File: config.mk
export PLATFORM = sky130hd
export DESIGN_NAME = dct4_input_framer
export DESIGN_NICKNAME = d
export VERILOG_FILES = /design/src/rtl/dct4_input_framer.sv
export SDC_FILE = /design/constraint.sdc
export NUM_CORES = 1
export LEC_CHECK = 0
export CAP_MARGIN = 5
export CORE_ASPECT_RATIO = 1.2
export CORE_UTILIZATION = 60
export CTS_CLUSTER_SIZE = 14
export DETAILED_ROUTE_END_ITERATION = 16
export DONT_BUFFER_PORTS = 1
export GPL_TIMING_DRIVEN = 0
export PLACE_DENSITY = 0.87
export SYNTH_ARGS = -nofsm -noshare
export SYNTH_HDL_FRONTEND = slang
export SYNTH_SLANG_ARGS = --single-unit
File: constraint.sdc
create_clock -name clk_i -period 4.4 [get_ports clk_i]
set_input_delay 0.66 -clock clk_i [delete_from_list [all_inputs] [get_ports clk_i]]
set_output_delay 0.66 -clock clk_i [all_outputs]
set_load 0.05 [all_outputs]
File: src/rtl/dct4_input_framer.sv
// 4-sample block framer feeding the 4-point DCT: collects samples over valid/ready,
// double-buffers blocks (collector + output register) and registers the first butterfly stage.
module dct4_input_framer #(
  parameter int unsigned DW = 8
) (
  input  logic          clk_i,
  input  logic          rst_i,
  input  logic          in_valid_i,
  output logic          in_ready_o,
  input  logic [DW-1:0] in_data_i,
  input  logic          in_sof_i,
  output logic          blk_valid_o,
  input  logic          blk_ready_i,
  output logic [DW-1:0] x0_o,
  output logic [DW-1:0] x1_o,
  output logic [DW-1:0] x2_o,
  output logic [DW-1:0] x3_o,
  output logic [DW:0]   a0_sum_o,
  output logic [DW:0]   b0_diff_o,
  output logic [DW:0]   a1_sum_o,
  output logic [DW:0]   b1_diff_o,
  output logic [7:0]    blk_count_o,
  output logic          err_resync_o
);

  logic [2:0]    cnt_q, cnt_d;
  logic [DW-1:0] slot_q [4];
  logic [DW-1:0] slot_d [4];
  logic          err_q, err_d;

  logic          blk_valid_q;
  logic [DW-1:0] x_q [4];
  logic [DW:0]   a0_q, b0_q, a1_q, b1_q;
  logic [7:0]    blk_count_q;

  logic free, accept, xfer;

  function automatic logic [DW:0] sx(input logic [DW-1:0] v);
    return {v[DW-1], v};
  endfunction

  assign free       = !blk_valid_q || blk_ready_i;
  assign in_ready_o = (cnt_q != 3'd4) || free;
  assign accept     = in_valid_i && in_ready_o;
  assign xfer       = (cnt_q == 3'd4) && free;

  always_comb begin
    slot_d = slot_q;
    cnt_d  = cnt_q;
    err_d  = 1'b0;
    if (xfer) cnt_d = '0;
    if (accept) begin
      // cnt==4 with an accept implies a transfer this cycle, so the default
      // branch only ever sees cnt in 0..3 and cannot index past slot 3.
      if (xfer) begin
        slot_d[0] = in_data_i;
        cnt_d     = 3'd1;
      end else if (in_sof_i && (cnt_q != 3'd0)) begin
        slot_d[0] = in_data_i;
        cnt_d     = 3'd1;
        err_d     = 1'b1;
      end else begin
        slot_d[cnt_q[1:0]] = in_data_i;
        cnt_d              = cnt_q + 3'd1;
      end
    end
  end

  always_ff @(posedge clk_i) begin
    if (rst_i) begin
      cnt_q <= '0;
      err_q <= 1'b0;
      for (int unsigned i = 0; i < 4; i++) slot_q[i] <= '0;
    end else begin
      cnt_q  <= cnt_d;
      err_q  <= err_d;
      slot_q <= slot_d;
    end
  end

  always_ff @(posedge clk_i) begin
    if (rst_i) begin
      blk_valid_q <= 1'b0;
      blk_count_q <= '0;
      a0_q        <= '0;
      b0_q        <= '0;
      a1_q        <= '0;
      b1_q        <= '0;
      for (int unsigned i = 0; i < 4; i++) x_q[i] <= '0;
    end else if (xfer) begin
      blk_valid_q <= 1'b1;
      blk_count_q <= blk_count_q + 8'd1;
      x_q         <= slot_q;
      a0_q        <= sx(slot_q[0]) + sx(slot_q[3]);
      b0_q        <= sx(slot_q[0]) - sx(slot_q[3]);
      a1_q        <= sx(slot_q[1]) + sx(slot_q[2]);
      b1_q        <= sx(slot_q[1]) - sx(slot_q[2]);
    end else if (blk_valid_q && blk_ready_i) begin
      blk_valid_q <= 1'b0;
    end
  end

  assign blk_valid_o  = blk_valid_q;
  assign x0_o         = x_q[0];
  assign x1_o         = x_q[1];
  assign x2_o         = x_q[2];
  assign x3_o         = x_q[3];
  assign a0_sum_o     = a0_q;
  assign b0_diff_o    = b0_q;
  assign a1_sum_o     = a1_q;
  assign b1_diff_o    = b1_q;
  assign blk_count_o  = blk_count_q;
  assign err_resync_o = err_q;

endmodule
== Word-level counts from Yosys, hierarchy flattened ==
Cells that the tools add are included.

* Muxes and demuxes: 12
* Reduce and logical (&&, ||, !) cells: 13
* Add/sub/neg operators: 6
* Equal/unequal tests: 2
* Bitwise operators: 4
* Order comparisons: 2

{| class="wikitable"
|+ Operator list
! operator !! count
|-
| $bwmux W32 || 1
|-
| $mux W8 || 3
|-
| $add A8 B8 Y9 || 2
|-
| $sub A8 B8 Y9 || 2
|-
| $demux W8 S2 || 1
|-
| $mux W3 || 4
|-
| $add A8 B1 Y8 const B || 1
|-
| $logic_and A1 B1 Y1 || 5
|-
| $reduce_bool A2 Y1 || 2
|-
| $add A3 B1 Y3 const B || 1
|-
| $eq A3 B3 Y1 const B || 1
|-
| $ge A3 B3 Y1 const B || 1
|-
| $lt A3 B1 Y1 const B || 1
|-
| $mux W1 || 3
|-
| $ne A3 B3 Y1 const B || 1
|-
| $not A1 Y1 || 3
|-
| $not A2 Y3 || 1
|-
| $reduce_and A3 Y1 || 1
|-
| $reduce_bool A3 Y1 || 1
|-
| $reduce_or A3 Y1 || 1
|-
| $logic_or A1 B1 Y1 || 2
|-
| $logic_not A1 Y1 || 1
|}

* Flip-flop bits (word level): 113
* Logic and storage cells: 55

== Logic depth before layout (Yosys ltp) ==
* Depth in word-level cells: 8
* Gate-level depth with buffers: 8
* Mapped depth without buffers: 8

== Worst setup path after synthesis ==
No wires, ideal clock.

* Kind: input -> output
* Start: input port blk_ready_i
* End: output port in_ready_o
* Data required time: 3,740 ps
* Path buffers: 0
* Arrival: 1,376 ps
* Stages: 2
* Path slack: 2,364 ps
* Cell sequence: and2b_1 -> nand3_1

* Cells in the longest elaborated chain, start to end: 2

{| class="wikitable"
|+ RTL lines
! what !! RTL line !! RTL
|-
| from (decl) || 13 || <nowiki>input logic blk_ready_i,</nowiki>
|-
| $logic_or A1 B1 Y1 || 42 || <nowiki>assign free = !blk_valid_q || blk_ready_i;</nowiki>
|-
| $logic_or A1 B1 Y1 || 43 || <nowiki>assign in_ready_o = (cnt_q != 3'd4) || free;</nowiki>
|-
| to (decl) || 9 || <nowiki>output logic in_ready_o,</nowiki>
|}

No other way between the ends.

== Final worst setup path ==
* Start: register blk_valid_q, in the netlist blk_valid_o
* End: output port in_ready_o

* Cells in the longest elaborated chain, start to end: 3

{| class="wikitable"
|+ RTL lines
! what !! RTL line !! RTL
|-
| from (decl) || 31 || <nowiki>logic blk_valid_q;</nowiki>
|-
| from (signal assigned) || 83 || <nowiki>blk_valid_q <= 1'b0;</nowiki>
|-
| from (signal assigned) || 91 || <nowiki>blk_valid_q <= 1'b1;</nowiki>
|-
| from (signal assigned) || 99 || <nowiki>blk_valid_q <= 1'b0;</nowiki>
|-
| $logic_not A1 Y1 || 42 ||
|-
| $logic_or A1 B1 Y1 || 42 ||
|-
| $logic_or A1 B1 Y1 || 43 ||
|}

No other way between the ends.

==> run_results.csv <==
group,metric,value,unit
status,status,"finished clean",
cts,htreeDepth,3,
yosys,async_flop_share,0,%
placement,gp_congestion,0.9194,
global_routing,antenna_found_initial,0,
worst_setup_path,cp_slowest_cell,"dfxtp_1",
die,initial_core_util,62.82,%
timing,finalCriticalPeriod,2.563,ns
global_routing,grt_pass1_wl,21750,um
global_routing,first_global_vias,4395,
worst_setup_path,critical_path_arrival,1.90,ns
cts,clock-root-buffer,"clkbuf_8",
timing,skew,0.01179,ns
worst_setup_path,endpoint_kind,"output port",
pwr,p_leak,2.152,nW
drt,routed_wl,14110,um
final_layout,final_layout_size_suffix_gt1_share,6.785,%
die,placement_rows,37,
min_path,min_path_type,"primary input to flip-flop",
worst_setup_path,setup.worst_path.class,"flip-flop to output port",
drt,dr_total_vias,4741,
die,pin_count,92,
global_routing,overflow,0,
placement,dpl_cell_area,5614,um^2
cts,ctsResizeCount,0,
yosys,syn-mean-instance-area,8.259,um^2
worst_setup_path,max_stage_delay,0.67,ns
pwr,powerDensity,317.3,nW/um^2
cts,path_clk_slew,0.11,ns
timing,slew_viol_final,0,
final_layout,area_growth,5.995,%
cts,cts_max_path_buffers,2,
worst_setup_path,critPathMaxFanout,4,
timing,worstMarginPinSlew,0.6969,ns
yosys,ys_top_cells_by_area,"dfxtp_1, ha_1, a21oi_1",
yosys,syn_inst,662,
yosys,synth_edf_count,0,
die,die_x,89.15,um
final_layout,diodes,0,
drt,viasPerCell,5.964,
final_layout,fin_util,66.59,%
yosys,ys_seq_elements,111,
global_routing,grt_usage,30.60,%
yosys,syn_nets,716,
global_routing,grt_max_degree,19,
final_layout,nNetsFinal,727,
worst_setup_path,cp-start-kind,"flip-flop",
drt,drt-initial-drc-count,347,
cts,cts_tree,"yes",
drt,post_drt_wl_per_cell,17.75,um
timing,hold_violations,0,
die,die_area,9501,um^2
timing,relSlewSlack,53.54,%
yosys,ys_seq_area_share,40.64,%
die,dieHeight,106.6,um
timing,period_share,58.24,%
worst_setup_path,cp.required,3.74,ns
yosys,ys_warn_count,0,
pwr,power,1.839,mW
pwr,ir_drop,0.0002209,V
worst_setup_path,rrSetupSlack,2.11,ns
cts,cts_hold_buffers,0,
timing,tns,0,ns
yosys,yosys.area.top_type,"dfxtp_1",
yosys,syn-cell-area,5468,um^2
timing,clock.fmax,390.2,MHz
cts,clock-sinks,111,
run,cap_violations,0,
timing,rsz0062_at_grt,"no",
final_layout,stdcell_area,5796,um^2
cts,clock_latency,0.39,ns
worst_setup_path,crit_chain,"and2b_1 > nand3_1",
cts,numCtsBuffers,9,
yosys,synth.distinct_cells,56,
placement,place_hpwl,10720,um
timing,setup_violations,0,
drt,ant_nets,0,
yosys,synth_top_cell_area_share,40.64,%
cts,cts_setup_buffers,0,
drt,first_pass_iters,5,
die,core,8703,um^2
placement,port_buffers,0,
drt,drc,0,
yosys,synthFlopType,"dfxtp_1",
[power by group]
group / internal [mW] / switching (mW) / leakage, nW
Sequential: 1.02 / 0.0301 / 0.896
Clock: 0.229 / 0.366 / 0.0947
Combinational: 0.0710 / 0.124 / 1.16
Total: 1.32 / 0.520 / 2.15
[flip-flops by register name, indices dropped and copies added, names as in the netlist]
register,count
x1_o,8
a1_sum_o,9
b1_diff_o,8
x0_o,8
blk_count_o,8
err_resync_o,1
b0_diff_o,9
x3_o,8
blk_valid_o,1
slot_q,32
a0_sum_o,8
x2_o,8
cnt_q,3
[per-layer routing]
metal	vias to the layer above	part of all wire [%]	track usage, %
met5	-	0	0
met4	0	2.7	12.36
met3	35	10	8.314
met2	225	47	48.26
met1	2184	41	39.29
li1	2297	-	-
[cells in the final DEF, fill, tap and decap left out, types with 3 or more instances in the layout]
cell type and n:
a211oi_1 9, nand2_2 3, clkbuf_1 19, nor4_1 3, ha_1 37, nor2_1 42, and3_1 5, or4_1 3
a31oi_1 4, o21ai_0 21, nand2b_1 18, dfxtp_1 111, nand2_1 108, clkbuf_8 10, nor3_1 3, inv_6 3
inv_1 36, buf_2 12, or3_1 4, a21oi_1 87, o21a_1 3, mux2i_1 10, o311a_1 3, o211ai_1 6
nand3_1 44, xnor2_1 6, fa_1 4, xor2_1 7, nor2b_1 4, nor4b_1 3, buf_1 6, buf_4 5
nand4_1 4
[final timing paths]
check	start	to	cells past startpoint
worst max register to register	blk_valid_o	cnt_q[2]	5
worst min-delay path	in_data_i[5]	slot_q[13]	2
worst min register to register	slot_q[24]	x0_o[0]	2
worst max-delay path	blk_valid_o	in_ready_o	2
[critical path, delay by kind of cell (launching register included)]
kind / cells / cell delay, ns
DFF: 1 / 0.67
and+or+nand+nor: 2 / 0.84
[Yosys cell counts (2+ instances only)]
cell type	n
xor2_1	7
nor2b_1	4
buf_1	6
a211oi_1	9
and3_1	5
o221ai_1	2
o21ai_0	21
o31ai_1	2
nand4_1	4
fa_1	4
nor4b_1	3
o21a_1	3
a311oi_1	2
nand3_1	44
nand2b_1	18
buf_4	5
nor2_1	42
a21o_1	2
dfxtp_1	111
o311ai_2	2
a2111oi_0	2
xnor2_1	6
buf_2	12
or3_1	4
ha_1	37
or4_1	3
inv_1	36
nor3_1	3
a31oi_1	4
nand2_2	3
a22oi_1	2
o311a_1	3
o21bai_1	2
nor4_1	3
clkbuf_1	18
mux2i_1	10
a21oi_1	87
o211ai_1	6
nand2_1	108
[kinds of logic after synthesis]
family	Yosys count	synth area share, %
buffers and inverters	77	5.904
DFF	111	40.64
and+or+nand+nor	251	21.49
adders and majority gates	41	9.931
xor gates and xnor gates	13	2.082
muxes	10	1.831
AOI/OAI and AO/OA	159	18.12
[per-stage QoR]
stage	setup WS, ns	hold WS [ns]	cells
finish	1.837	0.4045	795
detailed placement	2.196	0.4938	779
global placement	2.272	0.4826	779
global route	1.786	0.4081	795
CTS	1.832	0.4025	795
floorplan	2.364	0.4608	662
[final cells by class]
type                    instances  area (um^2)
clock inverters                 5        40.04
plain buffers                  41        187.7
multi-input cells             474         2923
well taps                     117        146.4
fillers                       791         2908
clock buffers                  11        141.4
flip-flops and latches        111         2222
inverters                      36        135.1
No activity file was read; power rests on OpenSTA's default activity.
